### src/rtl/legv8_pkg.sv
// Shared encodings for the LEGv8 multi-cycle controller: opcodes, instruction
// classes, ALU/SEU select codes, FSM states and error codes.
package legv8_pkg;

    typedef enum logic [2:0] {
        ST_FETCH  = 3'd0,
        ST_DECODE = 3'd1,
        ST_EXEC   = 3'd2,
        ST_MEM    = 3'd3,
        ST_WB     = 3'd4,
        ST_HALT   = 3'd5
    } state_t;

    // CLS_ILL is the reset value of the latched class register.
    typedef enum logic [3:0] {
        CLS_ILL  = 4'd0,
        CLS_ADD  = 4'd1,
        CLS_SUB  = 4'd2,
        CLS_AND  = 4'd3,
        CLS_ORR  = 4'd4,
        CLS_ADDI = 4'd5,
        CLS_SUBI = 4'd6,
        CLS_LD   = 4'd7,
        CLS_ST   = 4'd8,
        CLS_CBZ  = 4'd9,
        CLS_B    = 4'd10
    } cls_t;

    localparam logic [10:0] OP_ADD     = 11'h458;
    localparam logic [10:0] OP_SUB     = 11'h658;
    localparam logic [10:0] OP_AND     = 11'h450;
    localparam logic [10:0] OP_ORR     = 11'h550;
    localparam logic [10:0] OP_ADDI_LO = 11'h488;
    localparam logic [10:0] OP_ADDI_HI = 11'h489;
    localparam logic [10:0] OP_SUBI_LO = 11'h688;
    localparam logic [10:0] OP_SUBI_HI = 11'h689;
    localparam logic [10:0] OP_LDUR    = 11'h7C2;
    localparam logic [10:0] OP_STUR    = 11'h7C0;
    localparam logic [10:0] OP_CBZ_LO  = 11'h5A0;
    localparam logic [10:0] OP_CBZ_HI  = 11'h5A7;
    localparam logic [10:0] OP_B_LO    = 11'h0A0;
    localparam logic [10:0] OP_B_HI    = 11'h0BF;

    localparam logic [2:0] ALU_AND  = 3'b000;
    localparam logic [2:0] ALU_ORR  = 3'b001;
    localparam logic [2:0] ALU_ADD  = 3'b010;
    localparam logic [2:0] ALU_SUB  = 3'b110;
    localparam logic [2:0] ALU_PASS = 3'b111;

    localparam logic [1:0] SEU_I  = 2'b00;
    localparam logic [1:0] SEU_D  = 2'b01;
    localparam logic [1:0] SEU_CB = 2'b10;
    localparam logic [1:0] SEU_B  = 2'b11;

    localparam logic [1:0] ERR_NONE = 2'b00;
    localparam logic [1:0] ERR_ILL  = 2'b01;
    localparam logic [1:0] ERR_TO   = 2'b10;

    function automatic logic in_range(input logic [10:0] op,
                                      input logic [10:0] lo,
                                      input logic [10:0] hi);
        return (op >= lo) && (op <= hi);
    endfunction

endpackage

### src/rtl/legv8_decode.sv
// Pure combinational opcode classifier: IR[31:21] -> instruction class.
module legv8_decode
    import legv8_pkg::*;
(
    input  logic [10:0] i_opcode,
    output cls_t        o_cls
);

    always_comb begin
        o_cls = CLS_ILL;
        if (i_opcode == OP_ADD)                               o_cls = CLS_ADD;
        else if (i_opcode == OP_SUB)                          o_cls = CLS_SUB;
        else if (i_opcode == OP_AND)                          o_cls = CLS_AND;
        else if (i_opcode == OP_ORR)                          o_cls = CLS_ORR;
        else if (in_range(i_opcode, OP_ADDI_LO, OP_ADDI_HI))  o_cls = CLS_ADDI;
        else if (in_range(i_opcode, OP_SUBI_LO, OP_SUBI_HI))  o_cls = CLS_SUBI;
        else if (i_opcode == OP_LDUR)                         o_cls = CLS_LD;
        else if (i_opcode == OP_STUR)                         o_cls = CLS_ST;
        else if (in_range(i_opcode, OP_CBZ_LO, OP_CBZ_HI))    o_cls = CLS_CBZ;
        else if (in_range(i_opcode, OP_B_LO, OP_B_HI))        o_cls = CLS_B;
    end

endmodule

### src/rtl/multicycle_ctrl.sv
// Multi-cycle LEGv8 sequencer: FETCH/DECODE/EXEC/MEM/WB with a DMIO req/ack
// handshake, memory timeout, sticky error halt and retired-instruction counter.
module multicycle_ctrl
    import legv8_pkg::*;
#(
    parameter int MEM_TIMEOUT = 15,
    parameter int TO_W        = 4,
    parameter int CNT_W       = 16
) (
    input  logic             clk,
    input  logic             rst,
    input  logic             run,
    input  logic [10:0]      opcode,
    input  logic             zero,
    input  logic             mem_ack,
    output logic             ir_wr,
    output logic             pc_wr,
    output logic             pc_src,
    output logic             reg2loc,
    output logic [1:0]       seu,
    output logic             alu_src,
    output logic [2:0]       alu_op,
    output logic             mem_req,
    output logic             mem_wr,
    output logic             mem_to_reg,
    output logic             reg_wr,
    output logic [2:0]       state,
    output logic             halted,
    output logic [1:0]       err,
    output logic [CNT_W-1:0] retired
);

    state_t             r_state;
    state_t             w_next;
    cls_t               r_cls;
    cls_t               w_dec_cls;
    cls_t               w_cls;
    logic [TO_W-1:0]    r_to_cnt;
    logic [1:0]         r_err;
    logic [CNT_W-1:0]   r_retired;
    logic               w_retire;
    logic               w_to_expire;

    legv8_decode u_decode (
        .i_opcode (opcode),
        .o_cls    (w_dec_cls)
    );

    // In DECODE the class register is being loaded, so act on the live decode.
    assign w_cls = (r_state == ST_DECODE) ? w_dec_cls : r_cls;

    // Expiry is the MEM cycle that would push the wait count to MEM_TIMEOUT.
    assign w_to_expire = (r_state == ST_MEM) && !mem_ack &&
                         (r_to_cnt == TO_W'(MEM_TIMEOUT - 1));

    always_ff @(posedge clk) begin
        if (rst) begin
            r_state <= ST_FETCH;
        end else begin
            r_state <= w_next;
        end
    end

    always_comb begin
        w_next = r_state;
        case (r_state)
            ST_FETCH:  w_next = run ? ST_DECODE : ST_FETCH;
            ST_DECODE: begin
                if (w_cls == CLS_ILL)     w_next = ST_HALT;
                else if (w_cls == CLS_B)  w_next = ST_FETCH;
                else                      w_next = ST_EXEC;
            end
            ST_EXEC: begin
                case (w_cls)
                    CLS_ADD, CLS_SUB, CLS_AND, CLS_ORR,
                    CLS_ADDI, CLS_SUBI:   w_next = ST_WB;
                    CLS_LD, CLS_ST:       w_next = ST_MEM;
                    CLS_CBZ:              w_next = ST_FETCH;
                    default:              w_next = ST_HALT;
                endcase
            end
            ST_MEM: begin
                if (mem_ack)           w_next = (w_cls == CLS_ST) ? ST_FETCH : ST_WB;
                else if (w_to_expire)  w_next = ST_HALT;
                else                   w_next = ST_MEM;
            end
            ST_WB:     w_next = ST_FETCH;
            ST_HALT:   w_next = ST_HALT;
            default:   w_next = ST_HALT;
        endcase
    end

    always_comb begin
        ir_wr      = 1'b0;
        pc_wr      = 1'b0;
        pc_src     = 1'b0;
        reg2loc    = 1'b0;
        seu        = SEU_I;
        alu_src    = 1'b0;
        alu_op     = ALU_AND;
        mem_req    = 1'b0;
        mem_wr     = 1'b0;
        mem_to_reg = 1'b0;
        reg_wr     = 1'b0;
        halted     = 1'b0;
        w_retire   = 1'b0;

        // ALU/SEU selects stay asserted from EXEC through MEM and WB so the
        // datapath result (address or writeback value) does not move.
        if (r_state == ST_EXEC || r_state == ST_MEM || r_state == ST_WB) begin
            case (w_cls)
                CLS_ADD:  alu_op = ALU_ADD;
                CLS_SUB:  alu_op = ALU_SUB;
                CLS_AND:  alu_op = ALU_AND;
                CLS_ORR:  alu_op = ALU_ORR;
                CLS_ADDI: begin alu_src = 1'b1; seu = SEU_I; alu_op = ALU_ADD; end
                CLS_SUBI: begin alu_src = 1'b1; seu = SEU_I; alu_op = ALU_SUB; end
                CLS_LD:   begin alu_src = 1'b1; seu = SEU_D; alu_op = ALU_ADD; end
                CLS_ST: begin
                    alu_src = 1'b1;
                    seu     = SEU_D;
                    alu_op  = ALU_ADD;
                    reg2loc = 1'b1;
                end
                default: ;
            endcase
        end

        case (r_state)
            ST_FETCH:  ir_wr = run;
            ST_DECODE: begin
                if (w_cls == CLS_B) begin
                    seu      = SEU_B;
                    pc_src   = 1'b1;
                    pc_wr    = 1'b1;
                    w_retire = 1'b1;
                end
            end
            ST_EXEC: begin
                if (w_cls == CLS_CBZ) begin
                    reg2loc  = 1'b1;
                    alu_op   = ALU_PASS;
                    alu_src  = 1'b0;
                    seu      = SEU_CB;
                    pc_src   = zero;
                    pc_wr    = 1'b1;
                    w_retire = 1'b1;
                end
            end
            ST_MEM: begin
                mem_req = 1'b1;
                mem_wr  = (w_cls == CLS_ST);
                if (mem_ack && w_cls == CLS_ST) begin
                    pc_wr    = 1'b1;
                    w_retire = 1'b1;
                end
            end
            ST_WB: begin
                reg_wr     = 1'b1;
                mem_to_reg = (w_cls == CLS_LD);
                pc_wr      = 1'b1;
                w_retire   = 1'b1;
            end
            ST_HALT:   halted = 1'b1;
            default:   ;
        endcase
    end

    always_ff @(posedge clk) begin
        if (rst) begin
            r_cls     <= CLS_ILL;
            r_to_cnt  <= '0;
            r_err     <= ERR_NONE;
            r_retired <= '0;
        end else begin
            if (r_state == ST_DECODE) begin
                r_cls <= w_dec_cls;
            end
            if (r_state == ST_MEM && !mem_ack) begin
                r_to_cnt <= r_to_cnt + 1'b1;
            end else begin
                r_to_cnt <= '0;
            end
            if (r_state == ST_DECODE && w_dec_cls == CLS_ILL) begin
                r_err <= ERR_ILL;
            end else if (w_to_expire) begin
                r_err <= ERR_TO;
            end
            if (w_retire) begin
                r_retired <= r_retired + 1'b1;
            end
        end
    end

    assign state   = r_state;
    assign err     = r_err;
    assign retired = r_retired;

endmodule

### config.mk
export PLATFORM = sky130hd
export DESIGN_NAME = multicycle_ctrl
export DESIGN_NICKNAME = d
export VERILOG_FILES = /design/src/rtl/legv8_pkg.sv /design/src/rtl/legv8_decode.sv /design/src/rtl/multicycle_ctrl.sv
export SDC_FILE = /design/constraint.sdc
export NUM_CORES = 1
export LEC_CHECK = 0
export ABC_AREA = 1
export CORE_UTILIZATION = 40
export CTS_CLUSTER_DIAMETER = 60
export DETAILED_ROUTE_END_ITERATION = 16
export PLACE_DENSITY_LB_ADDON = 0.08
export SLEW_MARGIN = 20
export SYNTH_ARGS = -nofsm -noshare
export SYNTH_HDL_FRONTEND = slang
export SYNTH_HIERARCHICAL = 1
export SYNTH_SLANG_ARGS = --single-unit
### constraint.sdc
create_clock -name clk -period 2 [get_ports clk]
set_clock_uncertainty 0.15 [all_clocks]
set_input_delay 0.2 -clock clk [delete_from_list [all_inputs] [get_ports clk]]
set_output_delay 0.2 -clock clk [all_outputs]
set_load 0.01 [all_outputs]
After elaboration in Yosys (flattened, before gate mapping)
Memory sizes are Yosys's and may differ from the RTL's. Index checks and enable logic that the tools add are counted.

Bits in registers: 29. Memory bits (read-only): 48. Memories: 1. Output and inout bits: 36.

Equal/unequal tests: 21. Multiplexer cells: 49. Reductions and logical operators: 21. $lt $le $gt $ge: 8. Add/sub/neg operators: 2. Bitwise logic cells: 1.

Memories: (name not given) (depth 16, width 3, rd ports 1, clocked after memory_dff 0, wr ports 0, RTL line multicycle_ctrl.sv:74) `case (w_cls)`.

Operators by type and width (number): == test 11 bit (second input constant) (6); 2-to-1 mux 4 bit (11); >= comparator 11 bit (second input constant) (3); less-or-equal comparator 11 bit (second input constant) (3); 2-to-1 mux 1 bit (23); 2-to-1 mux 3 bit (7); adder 16 x 1 -> 16 bit (second input constant) (1); == test 4 x 3 -> 1 bit (second input constant) (4); == test 4 bit (second input constant) (4); one-hot mux 3 bit (5 select lines) (1); >= comparator 11 x 8 -> 1 bit (second input constant) (1); less-or-equal comparator 11 x 8 -> 1 bit (second input constant) (1); one-hot mux 3 bit (3 select lines) (1); logical AND 1 bit (8); logical NOT 4 bit (2); OR reduction 2 bit (4); OR reduction 4 bit (2); == test 3 x 2 -> 1 bit (second input constant) (2); == test 3 bit (second input constant) (2); 2-to-1 mux 2 bit (3); adder 4 x 1 -> 4 bit (second input constant) (1); == test 4 x 1 -> 1 bit (second input constant) (1); == test 4 x 2 -> 1 bit (second input constant) (1); one-hot mux 1 bit (4 select lines) (1); 8 further kinds (9).

Depth between registers and ports, before layout
Gate-level depths: netlist of run 1.

Depth after elaboration: 19. Gate-level depth with buffers: 19.

Hierarchy
The synthesis of run 1 kept the hierarchy.

Modules (own cells, without submodules): multicycle_ctrl (cells each 268, sequential area each 580.6 um^2, area an instance 1920.6 um^2, times used 1); legv8_decode (cells each 77, sequential area each 0.0 um^2, area an instance 339.1 um^2, times used 1).

Least setup slack after synthesis of run 1
Ideal clock, no wire load.

Path kind: input-to-reg. From: input opcode[2]. To: register r_retired[12] (netlist: retired[12]). Buffers on the path: 1. Arrival time: 1.771 ns. Stages on the path: 18. Data required time: 1.781 ns. Path slack: 0.010 ns. Cells stage by stage: nor2_1 nand2_1 nor2_1 nand3_1 nand2_1 inv_1 nand3b_1 inv_1 nand4_1 nand2_1 nor2_2 nand3_2 nand2_4 inv_4 nand2_8 buf_12 nand2_2 a21oi_2.

Word-level cells in the longest chain between the ends: 17. Elaborated cells on any way between the ends: 37. Classes of those cells: 8 x order compare; 9 x eq/ne; 15 x mux; 5 x reduce/logical.

Ends and longest elaborated chain: start, declared (RTL line multicycle_ctrl.sv:13) `input logic [10:0] opcode,`; >= comparator 11 x 8 -> 1 bit or less-or-equal comparator 11 x 8 -> 1 bit (tied branches) (RTL line legv8_pkg.sv:62) `return (op >= lo) && (op <= hi);`; logical AND 1 bit (RTL line legv8_pkg.sv:62); 2-to-1 mux 4 bit (RTL line legv8_decode.sv:20) `else if (in_range(i_opcode, OP_B_LO, OP_B_HI)) o_cls = CLS_B;`; 2-to-1 mux 4 bit (RTL line legv8_decode.sv:19) `else if (in_range(i_opcode, OP_CBZ_LO, OP_CBZ_HI)) o_cls = CLS_CBZ;`; 2-to-1 mux 4 bit (RTL line legv8_decode.sv:18) `else if (i_opcode == OP_STUR) o_cls = CLS_ST;`; 2-to-1 mux 4 bit (RTL line legv8_decode.sv:17) `else if (i_opcode == OP_LDUR) o_cls = CLS_LD;`; 2-to-1 mux 4 bit (RTL line legv8_decode.sv:16) `else if (in_range(i_opcode, OP_SUBI_LO, OP_SUBI_HI)) o_cls = CLS_SUBI;`; 2-to-1 mux 4 bit (RTL line legv8_decode.sv:15) `else if (in_range(i_opcode, OP_ADDI_LO, OP_ADDI_HI)) o_cls = CLS_ADDI;`; (+3 left out); 2-to-1 mux 4 bit * (RTL line legv8_decode.sv:11) `if (i_opcode == OP_ADD) o_cls = CLS_ADD;`; via w_dec_cls[1] (RTL line multicycle_ctrl.sv:36) `cls_t w_dec_cls;`; 2-to-1 mux 4 bit *; == test 4 bit (RTL line multicycle_ctrl.sv:153) `if (mem_ack && w_cls == CLS_ST) begin`; logical AND 1 bit (RTL line multicycle_ctrl.sv:153); 2-to-1 mux 1 bit; one-hot mux 1 bit (4 select lines) *; via pc_wr (RTL line multicycle_ctrl.sv:17) `output logic pc_wr,`; end signal, assigned (RTL line multicycle_ctrl.sv:190) `r_retired <= r_retired + 1'b1;`; end, declared (RTL line multicycle_ctrl.sv:40) `logic [CNT_W-1:0] r_retired;`.

Mark *: on every way through the listed nets, which the timed path passes. The rest lies on a longest branch. A chain may end at the register's enable or synchronous reset.

Worst setup path in the final report of run 1
From: input opcode[6]. To: output pc_wr.

Elaborated cells on any way between the ends: 37. Classes of those cells: 8 x order compare; 9 x eq/ne; 15 x mux; 5 x reduce/logical.

RTL lines: >= comparator 11 bit or less-or-equal comparator 11 bit (tied branches) (RTL line legv8_pkg.sv:62); logical AND 1 bit (RTL line legv8_pkg.sv:62); 2-to-1 mux 4 bit (RTL line legv8_decode.sv:19); 2-to-1 mux 4 bit (RTL line legv8_decode.sv:18); 2-to-1 mux 4 bit (RTL line legv8_decode.sv:17); 2-to-1 mux 4 bit (RTL line legv8_decode.sv:16); 2-to-1 mux 4 bit (RTL line legv8_decode.sv:15); 2-to-1 mux 4 bit (RTL line legv8_decode.sv:14) `else if (i_opcode == OP_ORR) o_cls = CLS_ORR;`; 2-to-1 mux 4 bit (RTL line legv8_decode.sv:13) `else if (i_opcode == OP_AND) o_cls = CLS_AND;`; 2-to-1 mux 4 bit (RTL line legv8_decode.sv:12) `else if (i_opcode == OP_SUB) o_cls = CLS_SUB;`; 2-to-1 mux 4 bit * (RTL line legv8_decode.sv:11); via w_dec_cls[2] (RTL line multicycle_ctrl.sv:36); 2-to-1 mux 4 bit *; == test 4 bit (RTL line multicycle_ctrl.sv:153); logical AND 1 bit (RTL line multicycle_ctrl.sv:153); 2-to-1 mux 1 bit (RTL line multicycle_ctrl.sv:153); one-hot mux 1 bit (4 select lines) * (RTL line multicycle_ctrl.sv:129) `case (r_state)`; end, declared (RTL line multicycle_ctrl.sv:17).

Marked as above.

==> results of run 1 <==
[worst max path at each step]
stage / to / depth (start not counted) / slack [ns] / start
finish: pc_wr / 17 / -0.19 / opcode[6]
global route: pc_wr / 19 / -0.30 / opcode[6]
CTS: pc_wr / 20 / -0.16 / opcode[1]
detailed placement: alu_op[1] / 18 / -1.08 / opcode[6]
global placement: alu_op[1] / 16 / -1.07 / opcode[10]
floorplan: retired[12]$_SDFFE_PP0P_ / 18 / 0.01 / opcode[2]
[cell type report]
type / count / area [um^2] / share of cell area
clock buffer: 7 / 86.3 / 0.0235
timing repair buffer: 107 / 973 / 0.265
sequential: 29 / 584 / 0.159
inverter: 52 / 225 / 0.0612
tap: 72 / 90.1 / 0.0245
multi-input combinational: 257 / 1720 / 0.468
[metrics by stage]
stage / hold WS [ns] / std cells / setup TNS [ns] / util
after global routing: 0.341 / 524 / -6.42 / 0.672
after floorplan: 0.119 / 345 / 0 / -
after detailed placement: 0.312 / 506 / -26.60 / 0.573
after CTS: 0.326 / 521 / -2.36 / 0.642
after global placement: 0.297 / 506 / -26.71 / 0.573
final: 0.320 / 524 / -3.08 / 0.672
[power by group]
group	internal [W]	switching [W]
logic	0.00117	0.00133
clock network	0.000273	0.000216
registers	0.000666	0.0000671
total	0.00211	0.00161
[flip-flops by register name, indices dropped and copies added (netlist names)]
signal / count
retired: 16
r_to_cnt: 4
err: 2
r_cls: 4
state: 3
[per-layer routing]
metal / wire length, um / share of wire
met3: 224 / 0.034
met5: 0 / 0
met2: 3450 / 0.52
met4: 89 / 0.013
met1: 2840 / 0.43
[kinds of logic after synthesis]
group	after synthesis
and+or+nand+nor	210
buffers and inverters	59
DFF	29
xor gates and xnor gates	16
AOI/OAI and AO/OA	28
adders and majority gates	3
[worst max-delay path, delay by kind of cell]
kind	cells	cell delay, ns
AOI/OAI and AO/OA	1	0.14
and+or+nand+nor	10	0.92
buffers and inverters	6	0.58
[placed cells by master, fill, tap and decap left out, drive strengths merged, types with 6 or more instances in the layout]
cell | netlist | final
a21oi | 20 | 20
buf | 5 | 78
clkbuf | 2 | 7
clkdlybuf4s50 | 0 | 26
dfxtp | 29 | 29
inv | 52 | 52
nand2 | 101 | 101
nand3 | 28 | 28
nand4 | 14 | 14
nor2 | 52 | 52
nor3 | 9 | 9
o21ai | 6 | 6
xor2 | 11 | 11
[timing repair]
action                                  in CTS  in global routing
pin swaps                                   49                 26
gates resized for setup                    194                 43
setup buffers                                8                  3
endpoints found under the setup margin      35                 29
==> key figures, run 1 <==
Worst setup path
  – CP Capture Type: output port
  – R2r endpoint: retired[2]$_SDFFE_PP0P_
  – WP data required: 1.65 ns
  – WP data arrival: 1.84 ns
  – CP dominant cell by count: nand2_8
  – Max FO, Critical Path: 5
  – Worst path slowest cell: nor2_8
  – Critical path class: in2out
  – Crit path cell chain: buf_12 > inv_8 > nand2_8 > nor2_4 > nor3_2 > a21boi_1 > nand2_1 > nand4_1 > nand2_2 > buf_6 > nor2_8 > nand3_4 > buf_12 > nand2_8 > inv_6 > nand2_8 > buf_6
  – Launching point of the worst reg2reg path: state[2]$_SDFF_PP0_
  – Critical path startpoint category: primary input
  – CP max stage delay: 0.18 ns
  – Reg-to-reg slack, setup: -0.12 ns
  – Depth of the worst register-to-register path: 14

Pwr
  – Peak VDD IR: 0.661 mV
  – Total power: 0.00372 W
  – Leak Pwr: 1.60 nW
  – PD cells: 1010 mW/mm^2

Synth
  – Ys async rst share: 0
  – Synth Cell Area: 0.00226 mm^2
  – Top FF cell, synth: dfxtp_1
  – Commonest cells in the netlist: nand2_1, inv_1, nor2_1
  – Avg Inst Size Synth: 6.55 um^2
  – Yosys reg bits: 29
  – Post-Syn Instances: 345
  – Post-synth top area cell: dfxtp_1
  – Yosys warning count: 6
  – Portion of netlist area occupied by mux cells: 0
  – Sequential share of the synthesized area: 0.257
  – Simple-gate share of the synthesized area: 0.468
  – Most common cell in the netlist: nand2_1
  – Post-synthesis xor/xnor area fraction: 0.0620
  – Post-synth top area share: 0.257
  – Main combinational cell family by area after synthesis: simple AND/OR/NAND/NOR gates
  – Synth top area cells: dfxtp_1, nand2_1, inv_1
  – Synth cell types: 35
  – Post-Synthesis Net Count: 364
  – Post-Synth Adder-Cell Area: 0.0166
  – Number of enable flip-flop cells after synthesis: 0
  – Synth Area in Compound Gates: 0.0803

Global route
  – Initial antenna violation count: 0
  – Met3 usage: 0.0405
  – Global routing's busiest layer: met2
  – Overall Global Routing Usage: 0.229
  – Largest net degree at the start of global routing: 17
  – Met2 GRT Util: 0.425
  – GRT overflow: 0
  – Vias in the first global route: 2571
  – First-pass GRT wire length: 11.0 mm
  – GR Util met1: 0.256

Placement
  – Area after DPL: 0.00314 mm^2
  – Dpl hpwl: 4.74 mm
  – Pre-CTS WS: -1.08 ns
  – # port buffers: 51
  – GP Congestion: 0.940

Floorplan
  – Starting density of the core: 0.413
  – Die extent in x: 77.2 um
  – Die height: 77.2 um
  – Row count: 27
  – Core area: 0.00547 mm^2
  – IO Pins: 52
  – Die ar.: 0.00595 mm^2

Route
  – First-pass iteration count of the detailed router: 4
  – Via-per-instance ratio: 4.93
  – Initial DRC count: 77
  – Residual DRC count: 0
  – Vias: 2582
  – Antenna Nets Post-Route: 0
  – Post-Route WL: 6.60 mm
  – Drt wl/cell: 12.6 um

Clocking
  – H-tree depth: 2
  – CTS Hold Buffers Added: 0
  – Root Driver: clkbuf_8
  – Clock Pin Slew Worst Setup and Hold Paths: 0.06 ns
  – CTS Sinks: 29
  – CTS Buf Count: 5
  – CTS tree: yes
  – Clock Latency Late Sink: 0.27 ns
  – Clock Path Buffers: 2

Timing
  – Final slew viol count: 0
  – Worst setup margin: -0.191 ns
  – Min Clock Period, post-route: 2.19 ns
  – Hold Violations, Final: 0
  – Period utilisation layout: 1.10
  – Setup violators final: 25
  – RSZ-0062 raised after global routing: true
  – Relative slew slack: 0.791
  – Worst-margin pin slew: 0.313 ns
  – Max Freq: 456 MHz

Cells and area
  – Area grow syn2layout: 62.8%
  – Layout cells sized above 1: 0.442
  – Diode count: 0
  – Nets: 471
  – Filler cells: 481
  – Finished Cell Area: 0.00368 mm^2

Status
  – Failing checks: negative setup slack
  – Status: finished with violations

Worst hold path
  – Hold Crit Depth: 1
  – Min-delay worst type: reg2reg
  – Worst hold start: r_to_cnt[0]$_SDFF_PP0_
  – WHS Endpoint: r_to_cnt[0]$_SDFF_PP0_

Run
  – Max cap viols: 0
No activity file was read; power rests on OpenSTA's default activity.
==> inputs of run 2 (changes only) <==
--- a/config.mk
+++ b/config.mk
@@ -9,7 +9,8 @@
 export CORE_UTILIZATION = 40
 export CTS_CLUSTER_DIAMETER = 60
 export DETAILED_ROUTE_END_ITERATION = 16
-export PLACE_DENSITY_LB_ADDON = 0.08
+export PLACE_DENSITY = 0.72
+export REMOVE_ABC_BUFFERS = 1
 export SLEW_MARGIN = 20
 export SYNTH_ARGS = -nofsm -noshare
 export SYNTH_HDL_FRONTEND = slang
==> key figures, run 2 (synthesis gave the netlist of run 1 again) <==
Pwr
  – Leak Pwr: 1.68 nW (was 1.60 nW)
  – PD cells: 1110 mW/mm^2 (was 1010 mW/mm^2)
  – Total power: 0.00431 W (was 0.00372 W)
  – Peak VDD IR: 0.691 mV (was 0.661 mV)

Worst setup path
  – Max FO, Critical Path: 7 (was 5)
  – R2r endpoint: state[1]$_SDFF_PP0_ (was retired[2]$_SDFFE_PP0P_)
  – Depth of the worst register-to-register path: 16 (was 14)
  – Critical path class: in2reg (was in2out)
  – Critical path startpoint category: primary input (unchanged)
  – Reg-to-reg slack, setup: -0.22 ns (was -0.12 ns)
  – CP Capture Type: register (was output port)
  – WP data required: 2.04 ns (was 1.65 ns)
  – WP data arrival: 2.43 ns (was 1.84 ns)
  – Launching point of the worst reg2reg path: state[2]$_SDFF_PP0_ (unchanged)

Timing
  – Hold Violations, Final: 0 (unchanged)
  – Period utilisation layout: 1.20 (was 1.10)
  – Min Clock Period, post-route: 2.39 ns (was 2.19 ns)
  – Max Freq: 418 MHz (was 456 MHz)
  – Relative slew slack: 0.766 (was 0.791)
  – RSZ-0062 raised after global routing: true (unchanged)
  – Final slew viol count: 0 (unchanged)
  – Setup violators final: 29 (was 25)
  – Worst setup margin: -0.391 ns (was -0.191 ns)
  – Worst-margin pin slew: 0.351 ns (was 0.313 ns)

Global route
  – Overall Global Routing Usage: 0.273 (was 0.229)
  – GRT overflow: 0 (unchanged)
  – Largest net degree at the start of global routing: 17 (unchanged)
  – First-pass GRT wire length: 13.0 mm (was 11.0 mm)
  – Initial antenna violation count: 0 (unchanged)
  – Vias in the first global route: 2784 (was 2571)

Worst hold path
  – Hold Crit Depth: 1 (unchanged)
  – Min-delay worst type: reg2reg (unchanged)
  – WHS Endpoint: r_to_cnt[0]$_SDFF_PP0_ (unchanged)
  – Worst hold start: r_to_cnt[0]$_SDFF_PP0_ (unchanged)

Clocking
  – Clock Path Buffers: 2 (unchanged)
  – CTS Buf Count: 5 (unchanged)
  – Clock Latency Late Sink: 0.29 ns (was 0.27 ns)
  – Root Driver: clkbuf_8 (unchanged)
  – CTS Hold Buffers Added: 0 (unchanged)
  – CTS Sinks: 29 (unchanged)
  – Clock Pin Slew Worst Setup and Hold Paths: 0.07 ns (was 0.06 ns)
  – H-tree depth: 2 (unchanged)
  – CTS tree: yes (unchanged)

Cells and area
  – Final core utilization: 0.708 (was 0.672)
  – Filler cells: 401 (was 481)
  – Layout cells sized above 1: 0.485 (was 0.442)
  – Area grow syn2layout: 71.5% (was 62.8%)
  – Diode count: 0 (unchanged)
  – Max reg flops: 16 (unchanged)
  – Most frequent cells in the layout: buf_4, nand2_1, inv_1 (was nand2_1, buf_4, nand2_2)
  – Nets: 477 (was 471)
  – Commonest non-fill, non-tap cell in the layout: buf_4 (was nand2_1)
  – Finished Cell Area: 0.00387 mm^2 (was 0.00368 mm^2)

Floorplan
  – Die height: 77.2 um (unchanged)
  – Die extent in x: 77.2 um (unchanged)
  – IO Pins: 52 (unchanged)
  – Starting density of the core: 0.413 (unchanged)
  – Row count: 27 (unchanged)
  – Core area: 0.00547 mm^2 (unchanged)
  – Die ar.: 0.00595 mm^2 (unchanged)

Run
  – Max cap viols: 0 (unchanged)

Route
  – Post-Route WL: 8.74 mm (was 6.60 mm)
  – Vias: 2943 (was 2582)
  – Residual DRC count: 0 (unchanged)
  – Initial DRC count: 265 (was 77)
  – Antenna Nets Post-Route: 0 (unchanged)
  – Drt wl/cell: 16.5 um (was 12.6 um)
  – Via-per-instance ratio: 5.55 (was 4.93)
  – First-pass iteration count of the detailed router: 5 (was 4)

Status
  – Status: finished with violations (unchanged)
  – Failing checks: negative setup slack (unchanged)

Placement
  – Dpl hpwl: 4.55 mm (was 4.74 mm)
  – Area after DPL: 0.00308 mm^2 (was 0.00314 mm^2)
  – GP Congestion: 0.941 (was 0.940)
  – # port buffers: 51 (unchanged)
## run 2: changes by cell type in the layout (fill, tap and decap cells not counted), sizes merged
cell    delta
clkinv     +1
buf        +5
clkbuf     -1
bufinv     +1
## run 2: stage by stage
step / cells / hold WS (ns) / setup slack (ns) / TNS [ns]
2_1_floorplan: 338 / 0.112 / -0.0135 / -0.0990
3_3_place_gp: 499 / 0.295 / -1.04 / -27.86
3_5_place_dp: 499 / 0.306 / -1.08 / -28.99
4_1_cts: 526 / 0.316 / -0.125 / -1.81
5_1_grt: 530 / 0.350 / -0.479 / -10.41
6_report: 530 / 0.319 / -0.391 / -7.98
## run 2: where the power goes
part | total [W] | switching [W] | leakage (nW) | internal (W)
Clock | 0.000599 | 0.000238 | 0.0540 | 0.000362
Sequential | 0.000754 | 0.0000861 | 0.236 | 0.000667
Combinational | 0.00296 | 0.00161 | 1.39 | 0.00134
Total | 0.00431 | 0.00194 | 1.68 | 0.00237
## run 2: cell type report
| cell class | instances | area [um^2] | area share |
|---|---|---|---|
| Timing Repair Buffer | 113 | 1050 | 0.271 |
| Clock buffer | 5 | 68.8 | 0.0178 |
| Tap cell | 72 | 90.1 | 0.0232 |
| Clock inverter | 2 | 35.0 | 0.00904 |
| Multi-Input combinational cell | 257 | 1830 | 0.472 |
| Sequential cell | 29 | 584 | 0.151 |
| Inverter | 52 | 215 | 0.0555 |
## run 2: worst max path at each step
stage                         start                  endpoint  slack (ns)  depth (start not counted)
after floorplan           opcode[6]  retired[15]$_SDFFE_PP0P_       -0.01                         17
after global placement    opcode[7]                 alu_op[1]       -1.04                         15
after detailed placement  opcode[6]                 alu_op[1]       -1.08                         19
after CTS                 opcode[1]                 alu_op[1]       -0.13                         19
after global routing      opcode[4]                 alu_op[1]       -0.48                         17
final                     opcode[4]       state[1]$_SDFF_PP0_       -0.39                         22
## run 2: worst max-delay path: stages
cell      delay, ns
buf_12         0.10
nand2_4        0.05
nor3_4         0.20
buf_4          0.16
nand3b_1       0.11
nand2_1        0.10
inv_1          0.05
nand2_1        0.09
nand4_1        0.12
nand2_2        0.13
buf_6          0.13
nor2_8         0.06
nand2_4        0.13
nand2_4        0.07
buf_4          0.14
buf_4          0.12
buf_4          0.12
buf_4          0.12
nand2_2        0.05
nand3_2        0.06
nand2_1        0.07
inv_1          0.04
## run 2: timing repair
item	CTS	global route
resized for setup	193	70
gates cloned	1	0
pin swaps	63	42
setup buffers	20	8
setup endpoints to repair	36	33
## run 2: per-layer routing
layer | wire, um | share of wire | vias to the layer above | track usage
met3 | 651 | 0.075 | 57 | 0.0393
li1 | - | - | 1321 | -
met4 | 438 | 0.050 | 0 | 0.123
met2 | 4270 | 0.49 | 189 | 0.468
met1 | 3380 | 0.39 | 1376 | 0.334
met5 | 0 | 0 | - | 0
==> inputs of run 3 (changes only) <==
--- a/config.mk
+++ b/config.mk
@@ -6,6 +6,7 @@
 export NUM_CORES = 1
 export LEC_CHECK = 0
 export ABC_AREA = 1
+export CORE_MARGIN = 2
 export CORE_UTILIZATION = 40
 export CTS_CLUSTER_DIAMETER = 60
 export DETAILED_ROUTE_END_ITERATION = 16
==> key figures, run 3 (synthesis gave the netlist of run 1 again) <==
Worst setup path
  – Critical Path End: alu_op[1] (was state[1]$_SDFF_PP0_)
  – WP data required: 1.65 ns (was 2.04 ns)
  – CP max stage delay: 0.21 ns (was 0.20 ns)
  – Launching point of the worst reg2reg path: state[1]$_SDFF_PP0_ (was state[2]$_SDFF_PP0_)
  – Critical path class: in2out (was in2reg)
  – CP Capture Type: output port (was register)
  – WP data arrival: 1.92 ns (was 2.43 ns)
  – Max FO, Critical Path: 4 (was 7)
  – Critical path startpoint category: primary input (unchanged)
  – R2r endpoint: retired[13]$_SDFFE_PP0P_ (was state[1]$_SDFF_PP0_)
  – Depth of the worst register-to-register path: 13 (was 16)
  – CP startpoint: opcode[10] (was opcode[4])
  – Worst path slowest cell: nor2_4 (was nor3_4)
  – Reg-to-reg slack, setup: -0.13 ns (was -0.22 ns)
  – CP dominant cell by count: buf_6 (was buf_4)
  – Crit path cell chain: buf_6 > buf_6 > nand3_4 > nor2_4 > nand2_2 > nand2_2 > inv_2 > nand4_1 > nand4_1 > nand2_2 > nor2_4 > buf_6 > inv_2 > nand3b_1 > nand3_2 > buf_6 (was buf_12 > nand2_4 > nor3_4 > buf_4 > nand3b_1 > nand2_1 > inv_1 > nand2_1 > nand4_1 > nand2_2 > buf_6 > nor2_8 > nand2_4 > nand2_4 > buf_4 > buf_4 > buf_4 > buf_4 > nand2_2 > nand3_2 > nand2_1 > inv_1)

Timing
  – Worst setup margin: -0.274 ns (was -0.391 ns)
  – RSZ-0062 raised after global routing: true (unchanged)
  – Final slew viol count: 0 (unchanged)
  – Max Freq: 440 MHz (was 418 MHz)
  – Setup violators final: 28 (was 29)
  – Min Clock Period, post-route: 2.27 ns (was 2.39 ns)
  – Relative slew slack: 0.787 (was 0.766)
  – Hold Violations, Final: 0 (unchanged)
  – Period utilisation layout: 1.14 (was 1.20)
  – Worst-margin pin slew: 0.318 ns (was 0.351 ns)

Route
  – Residual DRC count: 0 (unchanged)
  – Post-Route WL: 8.57 mm (was 8.74 mm)
  – Via-per-instance ratio: 5.40 (was 5.55)
  – Initial DRC count: 213 (was 265)
  – Drt wl/cell: 16.4 um (was 16.5 um)
  – Antenna Nets Post-Route: 0 (unchanged)
  – Vias: 2831 (was 2943)
  – First-pass iteration count of the detailed router: 5 (unchanged)

Clocking
  – Clock Path Buffers: 2 (unchanged)
  – Clock Pin Slew Worst Setup and Hold Paths: 0.06 ns (was 0.07 ns)
  – Root Driver: clkbuf_8 (unchanged)
  – CTS Sinks: 29 (unchanged)
  – CTS Hold Buffers Added: 0 (unchanged)
  – Clock Latency Late Sink: 0.29 ns (about the same)
  – CTS Buf Count: 5 (unchanged)
  – CTS tree: yes (unchanged)
  – H-tree depth: 2 (unchanged)

Global route
  – Overall Global Routing Usage: 0.240 (was 0.273)
  – First-pass GRT wire length: 12.0 mm (was 13.0 mm)
  – Vias in the first global route: 2596 (was 2784)
  – Initial antenna violation count: 0 (unchanged)
  – Largest net degree at the start of global routing: 17 (unchanged)
  – GRT overflow: 0 (unchanged)

Cells and area
  – Diode count: 0 (unchanged)
  – Max reg flops: 16 (unchanged)
  – Non-filler cells, final: 524 (was 530)
  – Finished Cell Area: 0.00391 mm^2 (was 0.00387 mm^2)
  – Most frequent cells in the layout: buf_4, nand2_1, nand2_2, inv_1, dfxtp_1 (was buf_4, nand2_1, inv_1)
  – Nets: 471 (was 477)
  – Area grow syn2layout: 73.0% (was 71.5%)
  – Layout cells sized above 1: 0.500 (was 0.485)
  – Commonest non-fill, non-tap cell in the layout: buf_4 (unchanged)
  – Final core utilization: 0.714 (was 0.708)

Worst hold path
  – Min-delay worst type: reg2reg (unchanged)

Placement
  – # port buffers: 51 (unchanged)
  – GP Congestion: 0.918 (was 0.941)
  – Area after DPL: 0.00306 mm^2 (was 0.00308 mm^2)
  – Dpl hpwl: 4.64 mm (was 4.55 mm)
  – Placed cells: 496 (was 499)

Floorplan
  – Starting density of the core: 0.413 (unchanged)
  – IO Pins: 52 (unchanged)
  – Die ar.: 0.00627 mm^2 (was 0.00595 mm^2)
  – Core area: 0.00547 mm^2 (unchanged)
  – Die height: 79.2 um (was 77.2 um)
  – Die extent in x: 79.2 um (was 77.2 um)
  – Row count: 27 (unchanged)

Status
  – Failing checks: negative setup slack (unchanged)
  – Status: finished with violations (unchanged)

Pwr
  – Total power: 0.00434 W (was 0.00431 W)
  – Leak Pwr: 1.82 nW (was 1.68 nW)
  – Peak VDD IR: 0.678 mV (was 0.691 mV)
  – PD cells: 1110 mW/mm^2 (about the same)

Run
  – Max cap viols: 0 (unchanged)
run 3: changes by cell type in the layout (fill, tap and decap cells not counted), moves of 2 or more:
cell / previous run / this run
nor2_1: 30 / 26
nand2_4: 25 / 23
nand2_2: 29 / 36
buf_4: 49 / 41
nor2_2: 7 / 10
inv_2: 8 / 6
dfxtp_2: 3 / 1
nand2_1: 46 / 40
run 3: area by class of cell:
class	count	area, um^2
inverter	52	230
clock buffer	5	68.8
multi-input combinational	257	1880
tap	72	90.1
fill	383	1560
timing repair buffer	107	1020
clock inverter	2	35.0
sequential	29	586
run 3: critical path: cells and delay by family:
kind | cells | cell delay, ns
buffers and inverters | 6 | 0.59
AND/OR/NAND/NOR | 10 | 1.14
run 3: what timing repair did:
| action | in CTS | in global routing |
|---|---|---|
| gates resized for setup | 178 | 111 |
| setup buffers | 18 | 8 |
| setup endpoints to repair | 35 | 32 |
| gates cloned | 1 | 1 |
| pin swaps | 61 | 71 |
run 3: routing by layer:
metal | GRT usage | vias up | wire, um
met3 | 0.0409 | 40 | 518
li1 | - | 1321 | -
met1 | 0.309 | 1313 | 3460
met4 | 0.0586 | 0 | 321
met5 | 0 | - | 0
met2 | 0.415 | 157 | 4270
run 3: power by group:
group | total (W) | internal [W] | switching (W)
Combinational | 0.00298 | 0.00137 | 0.00161
Clock | 0.000601 | 0.000362 | 0.000239
Sequential | 0.000758 | 0.000668 | 0.0000899
run 3: stage by stage:
step / hold WS (ns) / TNS [ns] / worst slack, ns
2_1_floorplan: 0.112 / -0.0990 / -0.0135
3_3_place_gp: 0.295 / -27.20 / -1.02
3_5_place_dp: 0.308 / -28.49 / -1.08
4_1_cts: 0.262 / -2.24 / -0.162
5_1_grt: 0.345 / -7.89 / -0.364
6_report: 0.315 / -4.88 / -0.274
run 3: how the worst min path moves through the flow:
| stage | cells past startpoint | from | slack, ns | to |
|---|---|---|---|---|
| global placement | 1 | r_to_cnt[0]$_SDFF_PP0_ | 0.30 | r_to_cnt[0]$_SDFF_PP0_ |
| finish | 1 | r_to_cnt[0]$_SDFF_PP0_ | 0.31 | r_to_cnt[0]$_SDFF_PP0_ |
| CTS | 5 | opcode[5] | 0.26 | err[0]$_SDFFE_PP0P_ |
| detailed placement | 1 | r_to_cnt[0]$_SDFF_PP0_ | 0.31 | r_to_cnt[0]$_SDFF_PP0_ |
| floorplan | 1 | rst | 0.11 | retired[10]$_SDFFE_PP0P_ |
| global route | 2 | err[0]$_SDFFE_PP0P_ | 0.35 | err[0]$_SDFFE_PP0P_ |
